<file path="config.mk">
export PLATFORM = sky130hd
export DESIGN_NAME = instr_fetch_unit
export DESIGN_NICKNAME = d
export VERILOG_FILES = /design/src/rtl/instr_fetch_unit_pkg.sv /design/src/rtl/instr_fetch_unit_pc_sequencer.sv /design/src/rtl/instr_fetch_unit.sv
export SDC_FILE = /design/constraint.sdc
export NUM_CORES = 1
export LEC_CHECK = 0
export CAP_MARGIN = 10
export CORE_MARGIN = 4
export CORE_UTILIZATION = 45
export DETAILED_ROUTE_END_ITERATION = 6
export PLACE_DENSITY = 0.87
export SLEW_MARGIN = 20
export SYNTH_ARGS = -nofsm -noshare
export SYNTH_HDL_FRONTEND = slang
export SYNTH_SLANG_ARGS = --single-unit
export TNS_END_PERCENT = 5
</file>
<file path="constraint.sdc">
create_clock -name clk -period 3.4 [get_ports clk]
set_input_delay 0.68 -clock clk [delete_from_list [all_inputs] [get_ports clk]]
set_output_delay 0.68 -clock clk [all_outputs]
set_load 0.02 [all_outputs]
</file>
<file path="src/rtl/instr_fetch_unit_pkg.sv">
// Shared fetch/decode constants, FSM states and the IF/ID bundle.
// Decode imports the opcode slice and halt opcode from here.
package instr_fetch_unit_pkg;

  localparam int PC_WIDTH    = 5;
  localparam int INSTR_WIDTH = 32;
  localparam int PC_STEP     = 4;
  localparam int OPC_HI      = 31;
  localparam int OPC_LO      = 26;

  localparam logic [OPC_HI-OPC_LO:0] HALT_OPCODE = 6'b111110;

  typedef enum logic [1:0] {
    WAIT,
    RUN,
    HALTED
  } fetch_state_t;

  typedef struct packed {
    logic [INSTR_WIDTH-1:0] instr;
    logic [PC_WIDTH-1:0]    pc;
    logic                   valid;
  } if_id_t;

  function automatic logic is_halt(
    input logic [INSTR_WIDTH-1:0] instr
  );
    return instr[OPC_HI:OPC_LO] == HALT_OPCODE;
  endfunction

endpackage

</file>
<file path="src/rtl/instr_fetch_unit_pc_sequencer.sv">
// Program counter: hold, step with natural wrap, or aligned redirect.
// Redirect wins over advance.
module instr_fetch_unit_pc_sequencer
  import instr_fetch_unit_pkg::*;
(
  input  logic                clk,
  input  logic                rst,
  input  logic                i_redirect,
  input  logic                i_advance,
  input  logic [PC_WIDTH-1:0] i_target,
  output logic [PC_WIDTH-1:0] o_pc
);

  logic [PC_WIDTH-1:0] r_pc;
  logic [PC_WIDTH-1:0] w_next;

  always_comb begin
    w_next = r_pc;
    if (i_redirect)
      w_next = i_target & ~PC_WIDTH'(3);
    else if (i_advance)
      w_next = r_pc + PC_WIDTH'(PC_STEP);
  end

  always_ff @(posedge clk or negedge rst) begin
    if (!rst)
      r_pc <= '0;
    else
      r_pc <= w_next;
  end

  assign o_pc = r_pc;

endmodule

</file>
<file path="src/rtl/instr_fetch_unit.sv">
// Fetch stage: FSM, IF/ID register, halt detect and fetch counter.
// The PC itself lives in the pc_sequencer sub-module.
module instr_fetch_unit
  import instr_fetch_unit_pkg::*;
(
  input  logic                   clk,
  input  logic                   rst,
  input  logic                   stall,
  input  logic                   branch_taken,
  input  logic [PC_WIDTH-1:0]    branch_target,
  input  logic [INSTR_WIDTH-1:0] instr_in,
  output logic [PC_WIDTH-1:0]    pc_out,
  output logic [INSTR_WIDTH-1:0] if_id_instr,
  output logic [PC_WIDTH-1:0]    if_id_pc,
  output logic                   if_id_valid,
  output logic                   halted,
  output logic [7:0]             fetch_count
);

  fetch_state_t r_state;
  fetch_state_t w_next_state;
  if_id_t       r_if_id;
  logic [7:0]   r_count;

  logic w_redirect;
  logic w_advance;
  logic w_capture;
  logic w_flush;

  instr_fetch_unit_pc_sequencer u_pc_sequencer (
    .clk        (clk),
    .rst        (rst),
    .i_redirect (w_redirect),
    .i_advance  (w_advance),
    .i_target   (branch_target),
    .o_pc       (pc_out)
  );

  always_ff @(posedge clk or negedge rst) begin
    if (!rst)
      r_state <= WAIT;
    else
      r_state <= w_next_state;
  end

  always_comb begin
    w_next_state = r_state;
    w_redirect   = 1'b0;
    w_advance    = 1'b0;
    w_capture    = 1'b0;
    w_flush      = 1'b0;
    unique case (r_state)
      WAIT: w_next_state = RUN;
      RUN: begin
        priority case (1'b1)
          branch_taken: begin
            w_redirect = 1'b1;
            w_flush    = 1'b1;
          end
          !stall: begin
            w_capture = 1'b1;
            if (is_halt(instr_in))
              w_next_state = HALTED;
            else
              w_advance = 1'b1;
          end
          default: ;
        endcase
      end
      // Halt word stays visible while decode is stalled
      HALTED: w_flush = !stall;
      default: w_next_state = WAIT;
    endcase
  end

  always_ff @(posedge clk or negedge rst) begin
    if (!rst) begin
      r_if_id <= '0;
    end else if (w_capture) begin
      r_if_id.instr <= instr_in;
      r_if_id.pc    <= pc_out;
      r_if_id.valid <= 1'b1;
    end else if (w_flush) begin
      r_if_id.valid <= 1'b0;
    end
  end

  always_ff @(posedge clk or negedge rst) begin
    if (!rst)
      r_count <= '0;
    else if (w_capture && r_count != 8'hFF)
      r_count <= r_count + 8'd1;
  end

  assign if_id_instr = r_if_id.instr;
  assign if_id_pc    = r_if_id.pc;
  assign if_id_valid = r_if_id.valid;
  assign halted      = (r_state == HALTED);
  assign fetch_count = r_count;

endmodule

</file>
Yosys cells after proc, flatten, opt, wreduce, memory -nomap -nowiden
Cells that the tools add are included.
{ "classes": {"shifts": 0, "order_cmp": 0, "n_mux": 18, "eq_ne": 7, "multipliers": 0, "n_addsub": 2, "div_mod_pow": 0, "n_reduce_logical": 6, "bitwise": 1} }
{ "ops": {"columns": ["op", "n"], "rows": [
  ["$mux 1", 11],
  ["$mux 5", 2],
  ["$add 8x1->8 const B", 1],
  ["$ne 8x8->1 const B", 1],
  ["$eq 6x6->1 const B", 1],
  ["$mux 2", 3],
  ["$ne 2x2->1 const B", 3],
  ["$pmux 2 s3", 1],
  ["$add 5x3->5 const B", 1],
  ["$reduce_and 4->1", 1],
  ["$reduce_bool 2->1", 2],
  ["$eq 2x1->1 const B", 1],
  ["$eq 2x2->1 const B", 1],
  ["$logic_not 2->1", 1],
  ["$pmux 1 s2", 1],
  ["$logic_and 1x1->1", 1],
  ["$logic_not 1->1", 1],
  ["$not 1->1", 1]
]} }
{ "totals": {"output_inout_bits": 52, "mem_bits_ro": 0, "reg_bits": 53, "memories": 0, "ram_bits": 0, "latchBits": 0} }

Logic depth before layout (Yosys ltp)
Gate-level depths: netlist (run 1).
{ "depth": {"ltp_word": 7, "mapped_depth": 7} }

Hierarchy
A second synthesis (run 1) with hierarchy kept.
{ "unflattened": {"hier_cells": 240, "area_unflattened_um2": 2275.9} }
{ "by_module_without_submodules": {"columns": ["mod", "n_inst", "cells_per_inst", "seq_area_each_um2", "area_per_inst_um2"], "rows": [
  ["instr_fetch_unit", 1, 223, 1201.2, 2103.3],
  ["instr_fetch_unit_pc_sequencer", 1, 17, 75.1, 172.7]
]} }

Least setup slack after synthesis (run 1)
Ideal clock, no wire load.
{ "synth_path": {"kind": "input-to-reg", "start": "input port instr_in[26]", "end": "register r_state[0]", "required_ps": 3272, "n_path_buf": 0, "t_arrival_ps": 1811, "slack_ps": 1461, "setup_time_ps": 128, "stages": 4, "cell_sequence": "nand4b_4 or4_1 a21oi_2 mux2_1"} }
{ "synth_via": {"elab_chain_len": 3} }
{ "synth_rtl": {"columns": ["item", "line_no", "source"], "rows": [
  ["from (decl)", "instr_fetch_unit.sv:11", "input logic [INSTR_WIDTH-1:0] instr_in,"],
  ["$eq 6x6->1", "instr_fetch_unit_pkg.sv:28", "return instr[OPC_HI:OPC_LO] == HALT_OPCODE;"],
  ["$ne 2x2->1 (no source line)", null, null],
  ["$reduce_and 4->1 (no source line)", null, null],
  ["to (signal assigned)", "instr_fetch_unit.sv:43", "r_state <= w_next_state;"],
  ["to (decl)", "instr_fetch_unit.sv:20", "fetch_state_t r_state;"]
]} }
Every way passes these cells.
A chain may end at the register's enable or synchronous reset.

Worst setup path after layout (run 1)
{ "layout_path": {"start": "input port branch_taken", "end": "register u_pc_sequencer.r_pc[2] (netlist: u_pc_sequencer.o_pc[2])"} }
{ "layout_via": {"elab_chain_len": 3, "word_cells_on_any_way": 6, "cone_classes": "mux (5); reduce/logical (1)"} }
{ "layout_rtl": {"columns": ["item", "line_no", "source"], "rows": [
  ["from (decl)", "instr_fetch_unit.sv:9", "input logic branch_taken,"],
  ["$mux 1", "instr_fetch_unit.sv:55", "priority case (1'b1)"],
  ["$mux 1", "instr_fetch_unit.sv:52", "unique case (r_state)"],
  ["$mux 5 or $reduce_bool 2->1 (tied branches)", null, null],
  ["to (signal assigned)", "instr_fetch_unit_pc_sequencer.sv:29", "r_pc <= w_next;"],
  ["to (decl)", "instr_fetch_unit_pc_sequencer.sv:14", "logic [PC_WIDTH-1:0] r_pc;"]
]} }
Several ways; a longest one is shown, not always the timed one.

==> results.env, run 1 <==
CELLPOWERDENSITY_nW_PER_UM2=893
DIE_AREA_UM2=5800
INITIALDRTVIOLATIONCOUNT=47
GRT_USE_TOTAL_PCT=15.2
CP.ARRIVAL_NS=2.55
REMAINING_ANTENNA_VIOLATION_COUNT_AFTER_ROUTING=0
CTS_REPAIR_RESIZE_COUNT=0
NUMBER_OF_DETAILED_ROUTE_ITERATIONS_IN_THE_FIRST_PASS=4
YOSYSSEQAREASHARE_PCT=58.6
CTSHOLDBUFFERS=0
PORT_BUFFERS=86
CTS.REPORTEDPATHS.CLKPINSLEW_NS=0.08
DIE_WIDTH_UM=76.2
NUMBER_OF_CTS_INSERTED_BUFFERS=5
ASYNC_FLOP_SHARE_PCT=100
NNETSFINAL=285
SYNTH-MAIN-FF-CELL='sky130_fd_sc_hd__dfrtp_1'
POST_SYNTH_SIMPLE_GATE_AREA_PCT=6.10
POST_SYNTH_FA_HA_MAJ_AREA_FRACTION_PCT=3.59
SYNTH_WARNINGS=0
OUTCOME='completed'
GP_ROUTABILITY_CONGESTION=0.812
PLACED_CELL_AREA_UM2=2990
POST_DRT_VIA_CELL_RATIO=4.91
SYN_AVG_CELL_AREA_UM2=14.1
GRT_PASS1_VIAS=1553
DIE_HEIGHT_UM=76.2
MAX-CAP-VIOLATIONS=0
NUM_ROWS=24
GRT_START_MAX_NET_PINS=50
CRITPATHREQUIREDTIME_NS=3.62
NUMBER_OF_STANDARD_CELLS_AFTER_SYNTHESIS=148
POST_CTS.REPAIR.SETUP_BUFFERS=0
SYNTH.AREA.MUX_SHARE_PCT=22.5
TIMING.REG2REG.SETUP_SLACK_NS=1.18
TIMING.REG2REG.WORST_PATH_DEPTH=7
CORE_BOX_AREA_UM2=4410
HOLD_VIOL=0
RELSLEWSLACK_PCT=60.3
SYNTH_COMPOUND_AREA_SHARE_PCT=3.59
DRC_ERRORS=0
POSTROUTEWIRELENGTH_MM=4.40
WORST_SKEW_PAIR.LATE_LATENCY_NS=0.29
NETLIST_AREA_UM2=2090
RSZ0062_AT_GRT='no'
FINAL_PERIOD_MINUS_WORST_SETUP_SLACK_NS=2.33
GRT_FIRST_PASS_WIRELENGTH_MM=7.36
ROUTED_WIRE_LENGTH_PER_INSTANCE_UM=15.1
AREA.GROWTH.SYNTH_TO_FINAL_PCT=47.0
TIGHTEST_SLEW_NS=0.596
POST_SYNTH_NUM_CELL_TYPES=26
VDD.IR_DROP.WORST_mV=0.561
CRITPATHCAPTURETYPE='flop'
POSTLAYOUTCOREUTIL_PCT=69.7
POST_SYNTH_EDFFS=0
XOR_AND_XNOR_FRACTION_OF_THE_MAPPED_NETLIST_AREA_PCT=2.51
HP-CLASS='primary input to asynchronous set/reset pin'
ANTENNA_CELLS=0
CTS.SINK_COUNT=49
CLK_PATH_BUF_DEPTH=2
SETUP-TNS-FINAL_NS=0
SYNTH_TOP_FAMILY_BY_AREA='multiplexers'
PLACE_HPWL_MM=3.29
DETAILROUTE.VIA_COUNT=1429
DESIGN_AREA_UM2=3080
START_UTIL_PCT=47.4
MAXSLEWVIOLCOUNT=0
FINAL_LAYOUT_SIZE_SUFFIX_GT1_SHARE_PCT=20.5
IOS=93
CTS_TREE='yes'
SYNTH-SEQ-CELLS=49
STARTPOINT_TYPE='primary input'
STATIC-LEAKAGE-POWER_nW=1.30
REPORT.FINAL.SETUP_VIOL=0
CLOCK_ROOT_BUFFER='sky130_fd_sc_hd__clkbuf_8'
WORSTPATHMAXFANOUT=24
GRT_ANTENNA_BEFORE_REPAIR=0
FINAL.PERIOD_UTILIZATION_PCT=68.5
CLOCK_TREE.HTREE_LEVEL_COUNT=2
MAX_FREQ_GHz=0.429
WORSTSETUPPATHTYPE='primary input to flop'
FIN_SKEW_NS=0.00267
GLOBAL_ROUTE.OVERFLOW_TOTAL=0
-- per-layer routing --
| metal | global-route usage (%) | share of wire, % | vias up | wire length (um) |
|---|---|---|---|---|
| met3 | 7.45 | 11 | 2 | 463 |
| met4 | 2.10 | 0.091 | 0 | 4 |
| met5 | 0 | 0 | - | 0 |
| met2 | 24.7 | 46 | 62 | 2010 |
| met1 | 18.8 | 44 | 677 | 1920 |
| li1 | - | - | 688 | - |
-- sequential cells by signal, summed over array words and instances, names as in the netlist --
name and count:
if_id_instr 32, if_id_pc 3, u_pc_sequencer.o_pc 3, r_state 2, fetch_count 8, if_id_valid 1
-- synth_stat cells, types with 2 or more instances --
cell                      count  share of area, %
sky130_fd_sc_hd__nand2_1      8               1.4
sky130_fd_sc_hd__o21ai_1      2              0.48
sky130_fd_sc_hd__nor2_1       3              0.54
sky130_fd_sc_hd__dfrtp_1     49                59
sky130_fd_sc_hd__and3_1       2              0.60
sky130_fd_sc_hd__mux2_1       3               1.6
sky130_fd_sc_hd__mux2_2      38                20
sky130_fd_sc_hd__buf_2        3              0.72
sky130_fd_sc_hd__a21oi_1      7               1.7
sky130_fd_sc_hd__xnor2_1      4               1.7
sky130_fd_sc_hd__ha_1         6               3.6
sky130_fd_sc_hd__xor2_1       2              0.84
sky130_fd_sc_hd__buf_4        5               1.8
sky130_fd_sc_hd__nand3_1      3              0.72
sky130_fd_sc_hd__inv_1        2              0.36
-- metrics by stage --
step / hold slack [ns] / total power, mW / worst slack, ns / std cells
after CTS: 0.503 / 2.78 / 1.06 / 291
after global routing: 0.430 / 2.92 / 0.991 / 291
after detailed placement: 0.486 / 2.45 / 0.730 / 283
final: 0.390 / 2.75 / 1.07 / 291
after floorplan: 0.384 / 1.75 / 1.46 / 151
after global placement: 0.482 / 2.41 / 0.811 / 283
-- report_power, final --
part | internal, mW | switching (mW)
clock network | 0.146 | 0.177
registers | 0.854 | 0.164
logic | 0.755 | 0.648
-- worst max-delay path: stages --
cell	delay [ns]
sky130_fd_sc_hd__clkdlybuf4s50_1	0.49
sky130_fd_sc_hd__nor3b_4	0.47
sky130_fd_sc_hd__buf_4	0.39
sky130_fd_sc_hd__o21ai_1	0.18
sky130_fd_sc_hd__xor2_1	0.17
sky130_fd_sc_hd__a21oi_1	0.15
-- cells in the final DEF, fill, tap and decap left out, drive strengths merged --
master,instances
or4,1
inv,2
nand4b,1
xnor2,4
clkbuf,8
nand2b,1
and3,2
buf,3
and4,1
o211ai,1
nand3,3
dfrtp,49
xor2,2
o2111ai,1
o21ai,3
nor2,3
nor3b,1
ha,6
mux2i,1
conb,4
clkdlybuf4s50,85
mux2,41
nand2,8
a21oi,8
-- kinds of logic (layout without fill, tap and decap cells) --
group	Yosys count	after routing
AOI/OAI and AO/OA	13	13
xor gates and xnor gates	6	6
adders and majority gates	6	6
buffers and inverters	10	98
DFF	49	49
muxes	42	42
other	1	4
and+or+nand+nor	21	21
-- layout make-up --
| class | instances | area [um2] |
|---|---|---|
| well taps | 52 | 65.1 |
| fillers | 345 | 1340 |
| clock buffers | 8 | 80.1 |
| repair buffers | 88 | 873 |
| flip-flops and latches | 49 | 1230 |
| multi-input cells | 92 | 823 |
| inverters | 2 | 7.51 |
-- worst paths after layout --
path	startpoint	to
setup / recovery	branch_taken	u_pc_sequencer.o_pc[2]
hold / removal	rst	if_id_instr[26]
setup reg to reg	r_state[1]	u_pc_sequencer.o_pc[2]
hold reg to reg	fetch_count[5]	fetch_count[5]
max in group asynchronous	rst	if_id_instr[13]
min in group clk	fetch_count[5]	fetch_count[5]
(Power assumes the default switching activity.)
==> run 2: changes to the inputs <==
CORE_UTILIZATION = 37   (was 45)
PLACE_DENSITY = 0.77   (was 0.87)
clock period = 2.1 ns   (was 3.4 ns; I/O delays follow)
==> run 2 against run 1 <==
  * Sequential power is 63% higher
  * Worst setup slack worse by 0.91 ns
  * Critical path depth is 1 lower
  * Worst hold slack worse by 0.30 ns
  * Flip-flop and latch count stayed put
  * Sequential share of layout area is 1.9 points lower
  * Clock-buffer cell count is 1 lower
  * Clock skew is 0.0060 ns higher
  * Highest routed layer unchanged
==> results.env, run 2 (synthesized netlist as in run 1, its figures left out) <==
PWR-SHARE-CLK_PCT=14.8
NUM_ROWS=27
CRITICAL_PATH.TOP_DELAY_FAMILY='simple AND/OR/NAND/NOR gates'
DIE_AREA_UM2=6920
WORST_SKEW_PAIR.LATE_LATENCY_NS=0.29
GRT_USE_TOTAL_PCT=13.5
DIE_WIDTH_UM=83.2
DIE_HEIGHT_UM=83.2
POST_DRT_VIA_CELL_RATIO=4.70
RELSLEWSLACK_PCT=64.3
DP.CELLS=311
NETSWITCHINGFRACTION_PCT=35.0
DETAILROUTE.VIA_COUNT=1498
STARTPOINT_TYPE='primary input'
IOS=93
CRITPATHREQUIREDTIME_NS=2.29
FIN_SKEW_NS=0.00867
GRT_ANTENNA_BEFORE_REPAIR=0
POSTROUTEWIRELENGTH_MM=4.54
WORSTSETUPPATHTYPE='primary input to flop'
AREA.GROWTH.SYNTH_TO_FINAL_PCT=54.4
COMBINATIONAL_GROUP_SHARE_OF_TOTAL_POWER_PCT=49.5
FINAL.PERIOD_UTILIZATION_PCT=92.5
MOSTFREQUENTLAYOUTCELL='sky130_fd_sc_hd__clkdlybuf4s50_1'
VDD.IR_DROP.WORST_mV=0.652
POST_CTS.REPAIR.SETUP_BUFFERS=0
WORSTPATHMAXFANOUT=2
NNETSFINAL=293
REMAINING_ANTENNA_VIOLATION_COUNT_AFTER_ROUTING=0
REPORT.FINAL.SETUP_VIOL=0
INITIALDRTVIOLATIONCOUNT=18
LARGEST_REGISTER_FFS=32
CLOCK_ROOT_BUFFER='sky130_fd_sc_hd__clkbuf_8'
START_UTIL_PCT=38.0
CRITPATHCAPTURETYPE='flop'
ROUTED_WIRE_LENGTH_PER_INSTANCE_UM=14.2
MAX-CAP-VIOLATIONS=0
NUMBER_OF_DETAILED_ROUTE_ITERATIONS_IN_THE_FIRST_PASS=2
GP_ROUTABILITY_CONGESTION=0.752
CTS.SINK_COUNT=49
MAX_FREQ_GHz=0.515
CRITPATHBUFINV=1
DRC_ERRORS=0
RSZ0062_AT_GRT='no'
ANTENNA_CELLS=0
GRT_PASS1_VIAS=1610
GLOBAL_ROUTE.OVERFLOW_TOTAL=0
GRT_FIRST_PASS_WIRELENGTH_MM=7.72
CP_CELL_SEQUENCE='clkdlybuf4s50_1, nand4b_4, or4_1, a21oi_2, mux2_1'
CTS.REPORTEDPATHS.CLKPINSLEW_NS=0.09
MAXSLEWVIOLCOUNT=0
FINAL_PERIOD_MINUS_WORST_SETUP_SLACK_NS=1.94
NUMBER_OF_CTS_INSERTED_BUFFERS=5
LAYOUT.CELLS.NON_FILLER=319
POWER.TOTAL_mW=4.65
CP.ARRIVAL_NS=2.13
CLOCK_TREE.HTREE_LEVEL_COUNT=2
GRT_START_MAX_NET_PINS=28
STATIC-LEAKAGE-POWER_nW=1.37
HP-CLASS='primary input to asynchronous set/reset pin'
CORE_BOX_AREA_UM2=5510
CLK_PATH_BUF_DEPTH=2
POWER_REPORT.INTERNAL_TOTAL_mW=3.02
CTS_TREE='yes'
OUTCOME='completed'
PORT_BUFFERS=86
MOST-COMMON-LAYOUT-CELLS='84 x sky130_fd_sc_hd__clkdlybuf4s50_1, 49 x sky130_fd_sc_hd__dfrtp_1, 38 x sky130_fd_sc_hd__mux2_2'
HOLD_VIOL=0
SEQ_POWER_SHARE_PCT=35.6
TIMING.CRITICAL_PATH.SLOWEST_CELL_DELAY_NS=0.54
CRIT_PATH_TOP_DELAY_CELL='sky130_fd_sc_hd__clkdlybuf4s50_1'
PLACE_HPWL_MM=3.52
FINAL_LAYOUT_SIZE_SUFFIX_GT1_SHARE_PCT=23.9
NET_SWITCHING_POWER_mW=1.63
TIGHTEST_SLEW_NS=0.535
CELLPOWERDENSITY_nW_PER_UM2=1440
-- run 2: cell count changes in the layout (fill, tap and decap cells not counted) --
cell	before	now
sky130_fd_sc_hd__buf_12	0	3
sky130_fd_sc_hd__buf_2	0	1
sky130_fd_sc_hd__buf_4	3	7
sky130_fd_sc_hd__bufinv_16	0	1
sky130_fd_sc_hd__clkbuf_1	3	1
sky130_fd_sc_hd__clkbuf_8	5	6
sky130_fd_sc_hd__clkdlybuf4s50_1	85	84
sky130_fd_sc_hd__dlygate4sd2_1	0	1
-- run 2: layout make-up --
type,instances,area (um2)
timing repair buffer,96,967
clock inverter,1,30.0
multi-input combinational,92,823
inverter,2,7.51
fill,451,2280
clock buffer,7,86.3
tap,72,90.1
sequential,49,1230
-- run 2: path summary, 6_finish.rpt --
check	startpoint	to	slack [ns]	cells past startpoint
max in group asynchronous	rst	if_id_pc[2]	1.47	2
min in group clk	fetch_count[5]	fetch_count[5]	0.51	1
min reg2reg	fetch_count[5]	fetch_count[5]	0.51	1
min	rst	if_id_instr[17]	0.09	1
max	instr_in[27]	r_state[1]	0.16	5
max reg2reg	r_state[1]	fetch_count[7]	0.20	6
-- run 2: power groups by stage --
stage | combinational [mW] | clock, mW | sequential [mW]
finish | 2.30 | 0.690 | 1.66
floorplan | 0.673 | 0 | 2.17
CTS | 2.34 | 0.718 | 1.66
global route | 2.46 | 0.754 | 1.72
detailed placement | 2.34 | 0 | 1.68
global placement | 2.30 | 0 | 1.65
-- run 2: worst reg2reg max path, stage by stage, from the launching register on --
cell	delay, ns
sky130_fd_sc_hd__dfrtp_1	0.41
sky130_fd_sc_hd__inv_1	0.10
sky130_fd_sc_hd__ha_1	0.26
sky130_fd_sc_hd__nor3b_4	0.31
sky130_fd_sc_hd__and4_1	0.29
sky130_fd_sc_hd__nand3_1	0.10
sky130_fd_sc_hd__mux2_1	0.31
-- run 2: timing repair --
action,4_1_cts,5_1_grt
hold buffers,0,0
setup endpoints to repair,1,0
resized for setup,1,0
-- run 2: per-stage QoR --
step	setup slack, ns	setup TNS [ns]	area, um2	hold WS [ns]	utilization (%)
floorplan	0.329	0	2100	0.124	-
global placement	-0.130	-0.259	3120	0.433	56.6
detailed placement	-0.163	-0.320	3120	0.433	56.6
CTS	0.156	0	3230	0.0977	58.7
global route	0.0510	0	3230	0.123	58.7
finish	0.158	0	3230	0.0900	58.7
-- run 2: layer usage --
metal | GRT usage (%) | routed length (um) | up-vias
met1 | 16.1 | 1850 | 736
met4 | 3.12 | 15 | 0
met2 | 22.4 | 2240 | 57
met3 | 5.95 | 430 | 2
li1 | - | - | 703
met5 | 0 | 0 | -
